### config.mk
export PLATFORM = sky130hd
export DESIGN_NAME = decode_queue
export DESIGN_NICKNAME = d
export VERILOG_FILES = /design/src/rtl/decode_queue.sv
export SDC_FILE = /design/constraint.sdc
export NUM_CORES = 1
export LEC_CHECK = 0
export CORE_MARGIN = 3
export CORE_UTILIZATION = 43
export DETAILED_ROUTE_END_ITERATION = 16
export SLEW_MARGIN = 20
export SYNTH_ARGS = -nofsm -noshare
export SYNTH_HDL_FRONTEND = slang
export SYNTH_SLANG_ARGS = --single-unit
### constraint.sdc
create_clock -name clk -period 4.7 [get_ports clk]
set_clock_uncertainty 0.15 [all_clocks]
set_input_delay 0.705 -clock clk [delete_from_list [all_inputs] [get_ports clk]]
set_output_delay 0.705 -clock clk [all_outputs]
set_load 0.05 [all_outputs]
### src/rtl/decode_queue.sv
// decode_queue
//   Decode stage between fetch and the ID/EX register. It holds instructions in
//   a DEPTH-entry circular buffer and decodes the buffer head combinationally.
//   The decoded head is loaded into a registered output stage. A small MDU
//   interlock keeps HILO-using instructions at the head until an issued
//   mul/div has finished.
//
//   Ports
//     clk, resetn        clock, asynchronous active-low reset
//     flush              synchronous flush: drops buffered and output contents
//     in_valid/in_ready  fetch handshake; in_instr/in_pc carry the instruction
//     out_valid/out_ready downstream handshake; out_instr/out_pc registered
//     out_ctrl           {regwrite,regdst,alusrc,branch,memtoreg,jump,is_uimm,
//                         hilo_en[1:0],mov_write,mov_read,mul_div,mem_signed,
//                         mem_we_bhw[3:0],is_jr,is_jalr}
//     out_illegal        instruction not in the decode table (out_ctrl is 0)
//     stall_hilo         head is held by the MDU interlock this cycle
//
//   MDU interlock states
//     state  | meaning
//     S_IDLE | no mul/div outstanding, mdu_cnt is 0
//     S_BUSY | mul/div issued, mdu_cnt counts down the remaining HILO busy cycles
module decode_queue #(
    parameter int DEPTH   = 4,
    parameter int MDU_LAT = 4,
    parameter int PC_W    = 32
) (
    input  logic            clk,
    input  logic            resetn,
    input  logic            flush,
    input  logic            in_valid,
    output logic            in_ready,
    input  logic [31:0]     in_instr,
    input  logic [PC_W-1:0] in_pc,
    output logic            out_valid,
    input  logic            out_ready,
    output logic [31:0]     out_instr,
    output logic [PC_W-1:0] out_pc,
    output logic [18:0]     out_ctrl,
    output logic            out_illegal,
    output logic            stall_hilo
);

    localparam int PTR_W = $clog2(DEPTH);
    localparam int CNT_W = $clog2(DEPTH + 1);
    localparam int MDU_W = $clog2(MDU_LAT + 1);

    typedef enum logic {S_IDLE, S_BUSY} mdu_state_t;

    logic [31:0]     r_mem_instr [DEPTH];
    logic [PC_W-1:0] r_mem_pc    [DEPTH];
    logic [PTR_W-1:0] r_wr_ptr, r_rd_ptr;
    logic [CNT_W-1:0] r_count;

    logic            r_out_valid;
    logic [31:0]     r_out_instr;
    logic [PC_W-1:0] r_out_pc;
    logic [18:0]     r_out_ctrl;
    logic            r_out_illegal;

    mdu_state_t       r_state, w_state_nxt;
    logic [MDU_W-1:0] r_mdu_cnt, w_mdu_cnt_nxt;

    logic [31:0] w_head_instr;
    logic [5:0]  w_op, w_funct;
    logic        w_empty, w_push, w_load, w_hold;
    logic        w_legal;
    logic [18:0] w_ctrl;

    logic       w_regwrite, w_regdst, w_alusrc, w_branch, w_memtoreg, w_jump, w_is_uimm;
    logic [1:0] w_hilo_en;
    logic       w_mov_write, w_mov_read, w_mul_div, w_mem_signed;
    logic [3:0] w_mem_we_bhw;
    logic       w_is_jr, w_is_jalr;

    assign w_head_instr = r_mem_instr[r_rd_ptr];
    assign w_op         = w_head_instr[31:26];
    assign w_funct      = w_head_instr[5:0];
    assign w_empty      = (r_count == '0);
    assign in_ready     = (r_count != CNT_W'(DEPTH));

    // The interlock only looks at HILO users; everything queued behind a held
    // head waits too because the buffer is strictly in order.
    assign w_hold = !w_empty && (w_hilo_en != 2'b00) && (r_mdu_cnt != '0);
    assign w_push = in_valid && in_ready && !flush;
    assign w_load = !w_empty && (!r_out_valid || out_ready) && !w_hold && !flush;

    // mem_we_bhw = {write, byte, half, word}
    always_comb begin
        w_regwrite   = 1'b0;
        w_regdst     = 1'b0;
        w_alusrc     = 1'b0;
        w_branch     = 1'b0;
        w_memtoreg   = 1'b0;
        w_jump       = 1'b0;
        w_hilo_en    = 2'b00;
        w_mov_write  = 1'b0;
        w_mov_read   = 1'b0;
        w_mul_div    = 1'b0;
        w_mem_signed = 1'b0;
        w_mem_we_bhw = 4'b0000;
        w_is_jr      = 1'b0;
        w_is_jalr    = 1'b0;
        w_legal      = 1'b1;
        case (w_op)
            6'h00: begin
                case (w_funct)
                    6'h00, 6'h02, 6'h03, 6'h04, 6'h06, 6'h07,
                    6'h20, 6'h21, 6'h22, 6'h23, 6'h24, 6'h25,
                    6'h26, 6'h27, 6'h2a, 6'h2b: begin
                        w_regwrite = 1'b1;
                        w_regdst   = 1'b1;
                    end
                    6'h08: w_is_jr = 1'b1;
                    6'h09: begin
                        w_regwrite = 1'b1;
                        w_regdst   = 1'b1;
                        w_is_jalr  = 1'b1;
                    end
                    6'h10, 6'h12: begin
                        w_regwrite = 1'b1;
                        w_regdst   = 1'b1;
                        w_mov_read = 1'b1;
                        w_hilo_en  = (w_funct == 6'h10) ? 2'b10 : 2'b01;
                    end
                    6'h11, 6'h13: begin
                        w_mov_write = 1'b1;
                        w_hilo_en   = (w_funct == 6'h11) ? 2'b10 : 2'b01;
                    end
                    6'h18, 6'h19, 6'h1a, 6'h1b: begin
                        w_mul_div = 1'b1;
                        w_hilo_en = 2'b11;
                    end
                    default: w_legal = 1'b0;
                endcase
            end
            // REGIMM: only the linking forms (rt[4]) write $31
            6'h01: begin
                w_branch   = 1'b1;
                w_regwrite = w_head_instr[20];
            end
            6'h02: w_jump = 1'b1;
            6'h03: begin
                w_jump     = 1'b1;
                w_regwrite = 1'b1;
            end
            6'h04, 6'h05, 6'h06, 6'h07: w_branch = 1'b1;
            6'h08, 6'h09, 6'h0a, 6'h0b, 6'h0c, 6'h0d, 6'h0e, 6'h0f: begin
                w_regwrite = 1'b1;
                w_alusrc   = 1'b1;
            end
            6'h20, 6'h21, 6'h23, 6'h24, 6'h25: begin
                w_regwrite   = 1'b1;
                w_alusrc     = 1'b1;
                w_memtoreg   = 1'b1;
                w_mem_signed = (w_op != 6'h24) && (w_op != 6'h25);
                w_mem_we_bhw = (w_op == 6'h23) ? 4'b0001 :
                               (w_op[0])       ? 4'b0010 : 4'b0100;
            end
            6'h28, 6'h29, 6'h2b: begin
                w_alusrc     = 1'b1;
                w_mem_signed = 1'b1;
                w_mem_we_bhw = (w_op == 6'h2b) ? 4'b1001 :
                               (w_op[0])       ? 4'b1010 : 4'b1100;
            end
            default: w_legal = 1'b0;
        endcase
        w_is_uimm = (w_op[5:2] == 4'b0011);
        w_ctrl = w_legal ? {w_regwrite, w_regdst, w_alusrc, w_branch, w_memtoreg, w_jump,
                            w_is_uimm, w_hilo_en, w_mov_write, w_mov_read, w_mul_div,
                            w_mem_signed, w_mem_we_bhw, w_is_jr, w_is_jalr}
                         : 19'd0;
    end

    always_ff @(posedge clk or negedge resetn) begin
        if (!resetn) begin
            r_wr_ptr <= '0;
            r_rd_ptr <= '0;
            r_count  <= '0;
            for (int i = 0; i < DEPTH; i++) begin
                r_mem_instr[i] <= '0;
                r_mem_pc[i]    <= '0;
            end
        end else if (flush) begin
            r_wr_ptr <= '0;
            r_rd_ptr <= '0;
            r_count  <= '0;
        end else begin
            if (w_push) begin
                r_mem_instr[r_wr_ptr] <= in_instr;
                r_mem_pc[r_wr_ptr]    <= in_pc;
                r_wr_ptr              <= r_wr_ptr + PTR_W'(1);
            end
            if (w_load) begin
                r_rd_ptr <= r_rd_ptr + PTR_W'(1);
            end
            if (w_push && !w_load) begin
                r_count <= r_count + CNT_W'(1);
            end else if (!w_push && w_load) begin
                r_count <= r_count - CNT_W'(1);
            end
        end
    end

    always_ff @(posedge clk or negedge resetn) begin
        if (!resetn) begin
            r_out_valid   <= 1'b0;
            r_out_instr   <= '0;
            r_out_pc      <= '0;
            r_out_ctrl    <= '0;
            r_out_illegal <= 1'b0;
        end else if (flush) begin
            r_out_valid   <= 1'b0;
            r_out_illegal <= 1'b0;
        end else if (w_load) begin
            r_out_valid   <= 1'b1;
            r_out_instr   <= w_head_instr;
            r_out_pc      <= r_mem_pc[r_rd_ptr];
            r_out_ctrl    <= w_ctrl;
            r_out_illegal <= !w_legal;
        end else if (r_out_valid && out_ready) begin
            r_out_valid <= 1'b0;
        end
    end

    // mdu_cnt survives a flush: the mul/div has already left for the MDU.
    always_ff @(posedge clk or negedge resetn) begin
        if (!resetn) begin
            r_state   <= S_IDLE;
            r_mdu_cnt <= '0;
        end else begin
            r_state   <= w_state_nxt;
            r_mdu_cnt <= w_mdu_cnt_nxt;
        end
    end

    always_comb begin
        w_state_nxt   = r_state;
        w_mdu_cnt_nxt = r_mdu_cnt;
        case (r_state)
            S_IDLE: begin
                if (w_load && w_mul_div) begin
                    w_state_nxt   = S_BUSY;
                    w_mdu_cnt_nxt = MDU_W'(MDU_LAT);
                end
            end
            S_BUSY: begin
                w_mdu_cnt_nxt = r_mdu_cnt - MDU_W'(1);
                if (r_mdu_cnt == MDU_W'(1)) begin
                    w_state_nxt = S_IDLE;
                end
            end
            default: begin
                w_state_nxt   = S_IDLE;
                w_mdu_cnt_nxt = '0;
            end
        endcase
    end

    assign out_valid   = r_out_valid;
    assign out_instr   = r_out_instr;
    assign out_pc      = r_out_pc;
    assign out_ctrl    = r_out_ctrl;
    assign out_illegal = r_out_illegal;
    assign stall_hilo  = w_hold;

endmodule
* Word-level counts from Yosys, hierarchy flattened *
Cells that the tools add are included.

cells by class
  eq/ne operators = 54
  bitwise logic cells = 4
  reduce and logical (&&, ||, !) cells = 44
  magnitude comparators = 3
  add/sub/neg operators = 5
  muxes and demuxes = 57

operators with widths
  kind                                           count
  bitwise mux 128 bit                            2
  2-to-1 mux 32 bit                              5
  binary-select mux 32 bit (select 2 bit)        2
  == test 6 bit, second input constant           18
  demux 32 bit (select 2 bit)                    1
  == test 6 x 4 -> 1 bit, second input constant  10
  == test 6 x 5 -> 1 bit, second input constant  8
  == test 6 x 3 -> 1 bit, second input constant  7
  OR reduction 26 bit                            1
  == test 6 x 2 -> 1 bit, second input constant  4
  2-to-1 mux 1 bit                               24
  2-to-1 mux 3 bit                               8
  OR reduction 23 bit                            1
  2-to-1 mux 19 bit                              1
  OR reduction 19 bit                            1
  OR reduction 16 bit                            1
  2-to-1 mux 2 bit                               7
  OR reduction 14 bit                            1
  logical AND 1 bit                              13
  logical NOT 6 bit                              2
  != test 6 bit, second input constant           2
  OR reduction 5 bit                             2
  nonzero test 3 bit                             3
  one-hot mux 4 bit (2 select lines)             1
  other kinds (24)                               42

word-level totals
  input bits = 69
  output and inout port bits = 87
  flip-flop bits (word level) = 352
  word-level logic and storage cells = 185

* Longest topological paths before layout *
Gate-level depths: netlist (run 1).

  depth after elaboration = 18
  mapped depth = 11

* Least setup slack after synthesis (run 1) *
No wires, ideal clock.

  kind = register -> output
  start point = reg r_rd_ptr[0]
  end point = out stall_hilo
  cell stages (with the launch flop) = 6
  path slack = 0.948 ns
  arrival time = 2.897 ns
  path through = dfrtp_1 buf_6 mux4_2 nor4_1 nand4_1 nor3_1

on the way
  word-level cells in the longest chain between the ends = 11

ends and longest elaborated chain
  element                                                    line           RTL
  start, declared                                            52             logic [PTR_W-1:0] r_wr_ptr, r_rd_ptr;
  start signal, assigned                                     195            r_rd_ptr <= r_rd_ptr + PTR_W'(1);
  NOT 2 -> 3 bit (implied by the code) (*)                   76             assign w_head_instr = r_mem_instr[r_rd_ptr];
  binary-select mux 32 bit (select 2 bit) (*)                76
  2-to-1 mux 32 bit (implied by the code) (*) (2 in series)  76
  == test 6 x 5 -> 1 bit (on tied branches)                  107, 124, 128
  OR reduction 4 bit, or another cell as far along           n/a
  one-hot mux 2 bit (3 select lines)                         107            case (w_funct)
  2-to-1 mux 2 bit (*)                                       105            case (w_op)
  nonzero test 2 bit (*)                                     84             assign w_hold = !w_empty && (w_hilo_en != 2'b00) && (r_mdu_cnt != '0);
  logical AND 1 bit (*) (2 in series)                        84
  end, declared                                              41             output logic stall_hilo

Every way passes the cells marked *; elsewhere a longest branch is shown, timed or not. The select of a mux whose other input is x is not followed.

* Worst setup path in the final report (run 1) *
Ends and elaborated chain as after synthesis.

==> load_flow_metrics.sql, run 1 <==
INSERT INTO impl_metrics (metric_group, metric, value, unit) VALUES
('placed_design', 'hpwl', '19400', 'um'),
('cts', 'htree_levels', '2', ''),
('critical_path', 'cp_num_buf_inv', '1', ''),
('timing', 'max_freq', '237', 'MHz'),
('timing', 'timing.setup.tns', '0', 'ns'),
('synth', 'ys_ff_latch', '352', ''),
('cts', 'clock_input_transition_at_the_sequential_cells_of_the_worst_setup_and_hold_paths', '0.06', 'ns'),
('critical_path', 'worst-endpoint-arrival', '3.36', 'ns'),
('critical_path', 'crit_path_max_incr_delay', '0.79', 'ns'),
('synth', 'synth_simple_gate_area_frac', '0.0298', ''),
('synth', 'synthesis.area', '15000', 'um^2'),
('cts', 'post_cts_hold_buffer_count', '0', ''),
('timing', 'rsz0062_at_grt', 'false', ''),
('synth', 'synth.mux.area_fraction', '0.336', ''),
('drt', 'ant_nets', '0', ''),
('placed_design', 'numPortBuffers', '155', ''),
('final_layout', 'fillerInstances', '2850', ''),
('synth', 'synth_top_family_by_area', 'multiplexers', ''),
('global_routing', 'antenna_found_initial', '2', ''),
('drt', 'vias', '8533', ''),
('power', 'power.static_leakage', '8.06', 'nW'),
('cts', 'max-clock-path-buffers', '3', ''),
('placed_design', 'gp_congestion', '0.765', ''),
('critical_path', 'terminus_of_the_critical_flop_to_flop_path', 'r_count[2]', ''),
('timing', 'finalSetupViolCount', '0', ''),
('critical_path', 'setup.worst_path.end_class', 'primary output', ''),
('status', 'status', 'completed', ''),
('drt', 'number_of_search_and_repair_iterations_in_the_first_detailed_routing_pass', '4', ''),
('drt', 'post_drt_via_cell_ratio', '5.40', ''),
('final_layout', 'layout.nets', '1185', ''),
('drt', 'route.final.wire_length', '32300', 'um'),
('critical_path', 'timing.reg2reg.worst_path_depth', '9', ''),
('floorplanning', 'die_width', '193', 'um'),
('critical_path', 'r2r-start', 'r_rd_ptr[0]', ''),
('critical_path', 'path_delay_family', 'simple AND/OR/NAND/NOR gates', ''),
('critical_path', 'launching_element_type_of_the_critical_path', 'flop', ''),
('floorplanning', 'coreArea', '34000', 'um^2'),
('global_routing', 'gr-usage-all-layers', '0.179', ''),
('timing', 'hold_ws', '0.117', 'ns'),
('synth', 'synth_cells', '946', ''),
('synth', 'syn_area_per_cell', '15.9', 'um^2'),
('drt', 'dr.first_iter.drc_count', '383', ''),
('synth', 'synth-xor-area-share', '0.00283', ''),
('final_layout', 'multi_input_comb_area', '6000', 'um^2'),
('synth', 'synth_fp_nets', '1023', ''),
('cts', 'tritoncts.num_buffers', '39', ''),
('cts', 'cts_resized', '0', ''),
('final_layout', 'syn_to_final_growth', '22.5', '%'),
('worst_hold_path', 'class_of_the_most_critical_hold_timing_path', 'in2async', ''),
('placed_design', 'pre_cts_slack', '0.724', 'ns'),
('timing', 'worst_pin_slew', '1.09', 'ns'),
('timing', 'postLayoutSetupSlackWorst', '0.486', 'ns'),
('floorplanning', 'initial_core_util', '0.442', ''),
('cts', 'tritoncts', 'yes', ''),
('final_layout', 'drive_gt1_frac', '0.419', ''),
('global_routing', 'first_pass_grt_wire_length', '52300', 'um'),
('cts', 'tritoncts_num_sinks', '352', ''),
('final_layout', 'layout_commonest_cell', 'dfrtp_1', ''),
('drt', 'detail_route.wl_per_cell', '20.4', 'um'),
('timing', 'final_min_period_over_clock_period', '0.897', ''),
('timing', 'final_period_minus_worst_setup_slack', '4.21', 'ns'),
('cts', 'post-cts-setup-buffer-count', '0', ''),
('synth', 'synth_enable_flop_cells', '0', ''),
('power', 'vdd_ir_drop_max', '0.409', 'mV'),
('synth', 'async_reset_ff_frac', '1.00', ''),
('synth', 'synth-warning-count', '0', ''),
('floorplanning', 'fp-row-count', '67', ''),
('global_routing', 'total_gr_overflow', '0', ''),
('placed_design', 'dpl-instance-area', '17200', 'um^2'),
('final_layout', 'insertedDiodeCount', '0', ''),
('critical_path', 'crit_fanout', '20', '');
[cells by family (layout without fill, tap and decap cells)]
logic type,Yosys count,count (layout)
AO/OA/AOI/OAI,46,46
XOR/XNOR,4,4
adder cells (fa/ha/maj),8,8
flip-flops,352,352
AND/OR/NAND/NOR,90,90
multiplexers,384,384
buffers and inverters,62,249
[cell usage after synthesis (all sizes together), types with 2 or more instances]
master | count | area share
or4 | 2 | 0.0015
a211oi | 4 | 0.0020
mux2 | 320 | 0.24
o31ai | 11 | 0.0055
nand3 | 3 | 0.0010
nor2b | 4 | 0.0017
nor2 | 18 | 0.0045
a31oi | 4 | 0.0017
nand2b | 3 | 0.0012
or3 | 2 | 0.00083
o41ai | 5 | 0.0034
o21ai | 10 | 0.0033
or2 | 2 | 0.00083
nor3b | 2 | 0.0010
mux4 | 64 | 0.096
dfrtp | 352 | 0.59
a21o | 3 | 0.0015
clkbuf | 35 | 0.0087
buf | 16 | 0.0062
inv | 11 | 0.0027
nand2 | 33 | 0.0084
nor4 | 4 | 0.0017
ha | 7 | 0.0058
nand4 | 2 | 0.00083
a21oi | 6 | 0.0020
nor3 | 9 | 0.0030
xor2 | 3 | 0.0022
[routing by layer]
layer  global-route usage  share of wire  vias to the layer above  wire (um)
li1                     -              -                     3830          -
met1                0.253           0.46                     4495      14900
met2                0.289           0.47                      156      15200
met3               0.0369          0.050                       48       1620
met4               0.0384          0.017                        4        539
met5                    0        0.00065                        -         21
[worst max path at each step]
stage                            from         end  slack [ns]  cells past startpoint
after global routing      r_rd_ptr[0]  stall_hilo        0.25                      5
after global placement    r_rd_ptr[0]  r_count[2]        0.78                      9
after detailed placement  r_rd_ptr[0]  r_count[2]        0.72                      9
after CTS                 r_rd_ptr[0]  stall_hilo        0.46                      5
after floorplan           r_rd_ptr[0]  stall_hilo        0.95                      5
final                     r_rd_ptr[0]  stall_hilo        0.49                      5
[worst reg2reg max path: cells and delay by family (launching register included)]
family / cells / cell delay (ns)
simple gates: 6 / 1.71
mux: 1 / 0.81
flops: 1 / 0.70
compound gates: 1 / 0.31
fa+ha+maj: 1 / 0.22
[sequential cells by signal, indices dropped and copies added (netlist names)]
| name | flops |
|---|---|
| r_rd_ptr | 2 |
| r_mdu_cnt | 3 |
| r_mem_instr | 128 |
| r_count | 3 |
| r_wr_ptr | 2 |
| r_mem_pc | 128 |
| out_illegal | 1 |
| r_state | 1 |
| out_valid | 1 |
| out_pc | 32 |
| out_ctrl | 19 |
| out_instr | 32 |
[per-stage QoR]
step / std cells / total power [mW] / util
2_1_floorplan: 946 / 9.06 / -
3_3_place_gp: 1515 / 10.6 / 0.504
3_5_place_dp: 1515 / 10.7 / 0.504
4_1_cts: 1581 / 13.7 / 0.541
5_1_grt: 1581 / 14.4 / 0.541
6_report: 1581 / 13.6 / 0.541
[final cells by class]
cell class                      count  share of cell area
Sequential cell                   352               0.478
Multi-Input combinational cell    532               0.326
Timing Repair Buffer              172              0.0946
Clock buffer                       60              0.0660
Tap cell                          448              0.0304
Clock inverter                      6             0.00244
Inverter                           11             0.00224
[where the power goes]
part	switching (mW)	internal [mW]	leakage, nW
clock	1.18	1.77	0.628
sequential	0.734	4.41	4.43
combinational	2.79	2.67	3.01
total	4.71	8.85	8.06
No activity file was read; power rests on OpenSTA's default activity.
==> inputs of run 2 (changes only) <==
--- a/config.mk
+++ b/config.mk
@@ -10,2 +10,3 @@
 export DETAILED_ROUTE_END_ITERATION = 16
+export GPL_ROUTABILITY_DRIVEN = 0
 export SLEW_MARGIN = 20
==> constraint.sdc (replaced) <==
create_clock -name clk -period 4.7 [get_ports clk]
set_clock_uncertainty 0.15 [all_clocks]
set_input_delay 0.94 -clock clk [delete_from_list [all_inputs] [get_ports clk]]
set_output_delay 0.94 -clock clk [all_outputs]
set_load 0.02 [all_outputs]
==> run 2 against run 1 <==
Routed wire length barely moved. Final area about the same. Sequential share of layout area is essentially flat. Clock power shrank 3%. Clock-buffer cell count decreased by 1. Die area unchanged. Critical endpoint unchanged.
==> load_flow_metrics.sql, run 2 (same netlist as run 1, synthesis figures left out) <==
INSERT INTO impl_metrics (metric_group, metric, value, unit) VALUES
('timing', 'max_freq', '224', 'MHz'),
('timing', 'final_min_period_over_clock_period', '0.951', ''),
('power', 'net-switching-power', '3.95', 'mW'),
('timing', 'timing.final.max_slew_violations', '0', ''),
('timing', 'report.final.hold_viol_count', '0', ''),
('drt', 'detail_route.wl_per_cell', '20.4', 'um'),
('placed_design', 'hpwl', '20100', 'um'),
('critical_path', 'cp_num_buf_inv', '2', ''),
('cts', 'htree_levels', '2', ''),
('cts', 'worst_skew_pair.late_latency', '0.52', 'ns'),
('global_routing', 'first_pass_grt_wire_length', '51800', 'um'),
('floorplanning', 'die_width', '193', 'um'),
('power', 'power.total', '12.7', 'mW'),
('critical_path', 'launching_element_type_of_the_critical_path', 'flop', ''),
('power', 'p_sw_frac', '0.310', ''),
('cts', 'tritoncts.num_buffers', '39', ''),
('power', 'power.static_leakage', '8.05', 'nW'),
('floorplanning', 'initial_core_util', '0.442', ''),
('critical_path', 'crit_path_max_incr_delay', '0.66', 'ns'),
('final_layout', 'drive_gt1_frac', '0.413', ''),
('cts', 'tritoncts', 'yes', ''),
('critical_path', 'setup.worst_path.end_class', 'primary output', ''),
('critical_path', 'critical_path.cell_chain', 'buf_6, mux4_2, nor2_1, nand4_1, nor3_1, clkdlybuf4s50_1', ''),
('power', 'pwr-share-comb', '0.374', ''),
('timing', 'finalSetupViolCount', '0', ''),
('global_routing', 'gr-usage-all-layers', '0.177', ''),
('cts', 'clock_input_transition_at_the_sequential_cells_of_the_worst_setup_and_hold_paths', '0.06', 'ns'),
('drt', 'number_of_search_and_repair_iterations_in_the_first_detailed_routing_pass', '4', ''),
('floorplanning', 'dieHeight', '193', 'um'),
('global_routing', 'total_gr_overflow', '0', ''),
('critical_path', 'timing.setup.critical_path_class', 'reg2out', ''),
('power', 'cellInternalPower', '8.79', 'mW'),
('cts', 'tritoncts_num_sinks', '352', ''),
('cts', 'post_cts_hold_buffer_count', '0', ''),
('placed_design', 'dpl-instance-area', '17200', 'um^2'),
('drt', 'route.final.wire_length', '32300', 'um'),
('power', 'vdd_ir_drop_max', '0.350', 'mV'),
('power', 'power.sequential.fraction', '0.401', ''),
('cts', 'root_buffer', 'clkbuf_16', ''),
('critical_path', 'timing.critical_path.slowest_stage_cell', 'dfrtp_4', ''),
('run', 'drv.max_cap_violation_count', '0', ''),
('global_routing', 'antenna_found_initial', '1', ''),
('final_layout', 'syn_to_final_growth', '22.6', '%'),
('timing', 'timing.setup.tns', '0', 'ns'),
('critical_path', 'worst-endpoint-arrival', '3.38', 'ns'),
('floorplanning', 'fp-row-count', '67', ''),
('final_layout', 'postLayoutCellArea', '18400', 'um^2'),
('timing', 'final_period_minus_worst_setup_slack', '4.47', 'ns'),
('final_layout', 'layout.nets', '1188', ''),
('drt', 'ant_nets', '0', ''),
('worst_hold_path', 'class_of_the_most_critical_hold_timing_path', 'in2async', ''),
('global_routing', 'grt_start_max_net_pins', '109', ''),
('final_layout', 'layout_commonest_cell', 'dfrtp_1', ''),
('final_layout', 'instances_no_fill', '1584', ''),
('power', 'total_power_density_per_cell_area', '691', 'nW/um^2'),
('placed_design', 'numPortBuffers', '155', ''),
('placed_design', 'placed_cells', '1516', ''),
('drt', 'detail_route.drc_violations', '0', ''),
('drt', 'vias', '8559', ''),
('timing', 'slew-limit-headroom', '0.428', ''),
('critical_path', 'path_delay_family', 'buffers and inverters', ''),
('timing', 'worst_pin_slew', '0.857', 'ns'),
('floorplanning', 'coreArea', '34000', 'um^2'),
('floorplanning', 'io_pins', '156', ''),
('timing', 'rsz0062_at_grt', 'false', ''),
('power', 'power_frac_clock', '0.224', ''),
('drt', 'post_drt_via_cell_ratio', '5.40', ''),
('cts', 'max-clock-path-buffers', '3', ''),
('critical_path', 'crit_fanout', '30', ''),
('critical_path', 'timing.critical_path.required', '3.61', 'ns'),
('global_routing', 'grt_pass1_vias', '9043', ''),
('timing', 'hold_ws', '0.326', 'ns'),
('floorplanning', 'die_area', '37300', 'um^2'),
('status', 'status', 'completed', ''),
('final_layout', 'reg_top3', 'r_mem_instr (128), r_mem_pc (128)', ''),
('final_layout', 'layout_common_cells', 'dfrtp_1 (350), mux2_2 (318), clkdlybuf4s50_1 (154)', ''),
('drt', 'dr.first_iter.drc_count', '407', '');
[run 2: path summary, 6_finish.rpt]
check	from	endpoint	slack [ns]	cells after the start
setup / recovery	r_rd_ptr[1]	stall_hilo	0.23	6
hold / removal	resetn	out_instr[22]	0.33	1
setup reg to reg	r_rd_ptr[0]	out_ctrl[5]	0.73	8
hold reg to reg	out_ctrl[14]	out_ctrl[14]	0.33	2
max in group asynchronous	resetn	out_pc[30]	3.12	2
min in group clk	out_ctrl[14]	out_ctrl[14]	0.33	2
[run 2: area by class of cell]
type | instances | area (um^2)
Antenna cell | 1 | 2.50
Inverter | 11 | 41.3
Fill cell | 2816 | 15600
Clock inverter | 6 | 70.1
Tap cell | 448 | 561
Sequential cell | 352 | 8820
Clock buffer | 59 | 1120
Timing Repair Buffer | 175 | 1810
Multi-Input combinational cell | 532 | 6010
[run 2: repair_timing]
| action | 4_1_cts | 5_1_grt |
|---|---|---|
| setup buffers | 2 | 0 |
| resized for setup | 0 | 2 |
| setup endpoints to repair | 1 | 1 |
| gates cloned | 0 | 0 |
[run 2: worst reg2reg max path: cells and delay by family, from the launching register on]
kind,cells,cell delay (ns)
buffers and inverters,2,1.01
AOI/OAI and AO/OA,4,0.96
muxes,1,0.76
and+or+nand+nor,1,0.51
DFF,1,0.47
[run 2: metrics by stage]
step / util / setup slack, ns
after floorplan: - / 1.24
after global placement: 0.506 / 0.438
after detailed placement: 0.506 / 0.432
after CTS: 0.541 / 0.0515
after global routing: 0.542 / 0.0404
final: 0.542 / 0.232
[run 2: metal layers]
metal  global-route usage  wire, um  up-vias
met3               0.0342      1540       35
met4               0.0359       480        2
met2                0.293     15500      161
met1                0.248     14800     4533
met5                    0        13        -
li1                     -         -     3828
[run 2: power by group through the flow]
stage	combinational (mW)	sequential, mW	clock (mW)
after floorplan	3.03	5.30	0
after global placement	4.71	5.16	0
final	4.77	5.11	2.86
after detailed placement	4.79	5.19	0
after global routing	5.18	5.29	3.07
after CTS	4.83	5.11	2.95
==> inputs of run 3 (changes only) <==
SKIP_CTS_REPAIR_TIMING = 1   (was unset)
==> run 3 against run 2 <==
Flip-flop and latch count did not move. Largest cell class unchanged. Die area stayed put. Maximum frequency decreased by 0.32%. Power grew 0.16%. Sequential share of layout area about the same. Via count about the same.
==> load_flow_metrics.sql, run 3 (same netlist as run 1, synthesis figures left out) <==
INSERT INTO impl_metrics (metric_group, metric, value, unit) VALUES
('status', 'status', 'completed', ''),
('floorplanning', 'dieHeight', '193', 'um'),
('critical_path', 'worst-endpoint-arrival', '3.39', 'ns'),
('cts', 'clock_input_transition_at_the_sequential_cells_of_the_worst_setup_and_hold_paths', '0.06', 'ns'),
('critical_path', 'timing.reg2reg.worst_path_depth', '10', ''),
('drt', 'detail_route.wl_per_cell', '20.4', 'um'),
('critical_path', 'setup.worst_path.end_class', 'primary output', ''),
('critical_path', 'timing.setup.critical_path_class', 'reg2out', ''),
('power', 'vdd_ir_drop_max', '0.352', 'mV'),
('drt', 'post_drt_via_cell_ratio', '5.39', ''),
('timing', 'finalSetupViolCount', '0', ''),
('critical_path', 'crit_fanout', '30', ''),
('floorplanning', 'fp-row-count', '67', ''),
('drt', 'detail_route.drc_violations', '0', ''),
('timing', 'worst_pin_slew', '0.865', 'ns'),
('drt', 'route.final.wire_length', '32400', 'um'),
('drt', 'dr.first_iter.drc_count', '402', ''),
('cts', 'worst_skew_pair.late_latency', '0.52', 'ns'),
('cts', 'root_buffer', 'clkbuf_16', ''),
('floorplanning', 'io_pins', '156', ''),
('floorplanning', 'coreArea', '34000', 'um^2'),
('final_layout', 'layout_common_cells', 'dfrtp_1 (350), mux2_2 (318), clkdlybuf4s50_1 (154)', ''),
('final_layout', 'layout_commonest_cell', 'dfrtp_1', ''),
('critical_path', 'path_delay_family', 'buffers and inverters', ''),
('timing', 'max_freq', '223', 'MHz'),
('final_layout', 'final_core_util', '0.542', ''),
('final_layout', 'syn_to_final_growth', '22.7', '%'),
('cts', 'tritoncts.num_buffers', '39', ''),
('timing', 'postLayoutSetupSlackWorst', '0.218', 'ns'),
('final_layout', 'reg_top3', 'r_mem_instr (128), r_mem_pc (128)', ''),
('global_routing', 'gr-usage-all-layers', '0.177', ''),
('cts', 'tritoncts', 'yes', ''),
('floorplanning', 'initial_core_util', '0.442', ''),
('critical_path', 'r2r-start', 'r_rd_ptr[1]', ''),
('floorplanning', 'die_area', '37300', 'um^2'),
('global_routing', 'total_gr_overflow', '0', ''),
('critical_path', 'cp_num_buf_inv', '2', ''),
('critical_path', 'cp-startpoint', 'r_rd_ptr[1]', ''),
('critical_path', 'critical_path.cell_chain', 'buf_6, mux4_2, nor2_1, nand4_1, nor3_1, clkdlybuf4s50_1', ''),
('global_routing', 'first_pass_grt_wire_length', '51800', 'um'),
('timing', 'rsz0062_at_grt', 'false', ''),
('critical_path', 'crit_path_max_incr_delay', '0.66', 'ns'),
('critical_path', 'timing.critical_path.required', '3.61', 'ns'),
('final_layout', 'layout.nets', '1190', ''),
('placed_design', 'numPortBuffers', '155', ''),
('critical_path', 'crit_cells', '6', ''),
('critical_path', 'launching_element_type_of_the_critical_path', 'flop', ''),
('critical_path', 'setup.reg_to_reg.worst_slack', '0.89', 'ns'),
('global_routing', 'antenna_found_initial', '1', ''),
('placed_design', 'hpwl', '20100', 'um'),
('placed_design', 'placed_cells', '1516', ''),
('final_layout', 'instances_no_fill', '1586', ''),
('timing', 'final_period_minus_worst_setup_slack', '4.48', 'ns'),
('timing', 'timing.final.max_slew_violations', '0', ''),
('worst_hold_path', 'class_of_the_most_critical_hold_timing_path', 'in2async', ''),
('timing', 'slew-limit-headroom', '0.423', ''),
('drt', 'ant_nets', '0', ''),
('critical_path', 'critical_path.endpoint', 'stall_hilo', ''),
('timing', 'final_min_period_over_clock_period', '0.954', ''),
('critical_path', 'timing.critical_path.slowest_stage_cell', 'dfrtp_4', ''),
('global_routing', 'grt_start_max_net_pins', '109', ''),
('global_routing', 'grt_pass1_vias', '9040', ''),
('power', 'power.static_leakage', '8.06', 'nW'),
('power', 'power.total', '12.8', 'mW'),
('floorplanning', 'die_width', '193', 'um'),
('cts', 'htree_levels', '2', ''),
('drt', 'vias', '8553', ''),
('cts', 'tritoncts_num_sinks', '352', ''),
('placed_design', 'pre_cts_slack', '0.432', 'ns'),
('cts', 'max-clock-path-buffers', '3', ''),
('final_layout', 'drive_gt1_frac', '0.414', ''),
('power', 'total_power_density_per_cell_area', '692', 'nW/um^2'),
('drt', 'number_of_search_and_repair_iterations_in_the_first_detailed_routing_pass', '6', ''),
('critical_path', 'terminus_of_the_critical_flop_to_flop_path', 'r_count[2]', ''),
('run', 'drv.max_cap_violation_count', '0', ''),
('timing', 'report.final.hold_viol_count', '0', '');
[run 3: worst min-delay path by stage]
stage	startpoint	to	slack, ns	cells after the start
after global placement	out_instr[26]	out_instr[26]	0.32	2
after detailed placement	out_ctrl[14]	out_ctrl[14]	0.32	2
final	resetn	out_instr[22]	0.33	1
after CTS	out_ctrl[14]	out_ctrl[14]	0.33	2
after floorplan	r_mem_instr[92]	r_mem_instr[92]	0.32	1
after global routing	out_instr[29]	out_instr[29]	0.35	2
[run 3: per-stage QoR]
step / hold slack [ns] / instance area (um^2) / setup TNS, ns
final: 0.327 / 18500 / 0
after global routing: 0.353 / 18500 / 0
after CTS: 0.329 / 18400 / -0.114
after detailed placement: 0.316 / 17200 / 0
after global placement: 0.316 / 17200 / 0
after floorplan: 0.320 / 15000 / 0
[run 3: cell type report]
type	instances	area, um^2
Fill cell	2813	15600
Clock inverter	6	70.1
Sequential cell	352	8820
Timing Repair Buffer	177	1830
Inverter	11	41.3
Multi-Input combinational cell	532	6010
Clock buffer	59	1120
Antenna cell	1	2.50
Tap cell	448	561
[run 3: worst register-to-register path, cell delays in order (launching register included)]
cell	delay (ns)
dfrtp_4	0.66
buf_6	0.41
mux4_2	0.47
or2_2	0.39
or4_4	0.54
nand2_2	0.17
and2_1	0.17
fa_1	0.22
nor3_1	0.08
o31a_1	0.31
nor3_1	0.16
[run 3: report_power, final]
group	switching [mW]	leakage, nW	internal (mW)	total, mW
clock	1.16	0.583	1.70	2.86
sequential	0.706	4.43	4.41	5.11
combinational	2.09	3.05	2.70	4.79
[run 3: metal layers]
layer	wire length, um	global-route usage
met5	13	0
met4	473	0.0359
met3	1480	0.0342
met2	15500	0.293
met1	15000	0.248
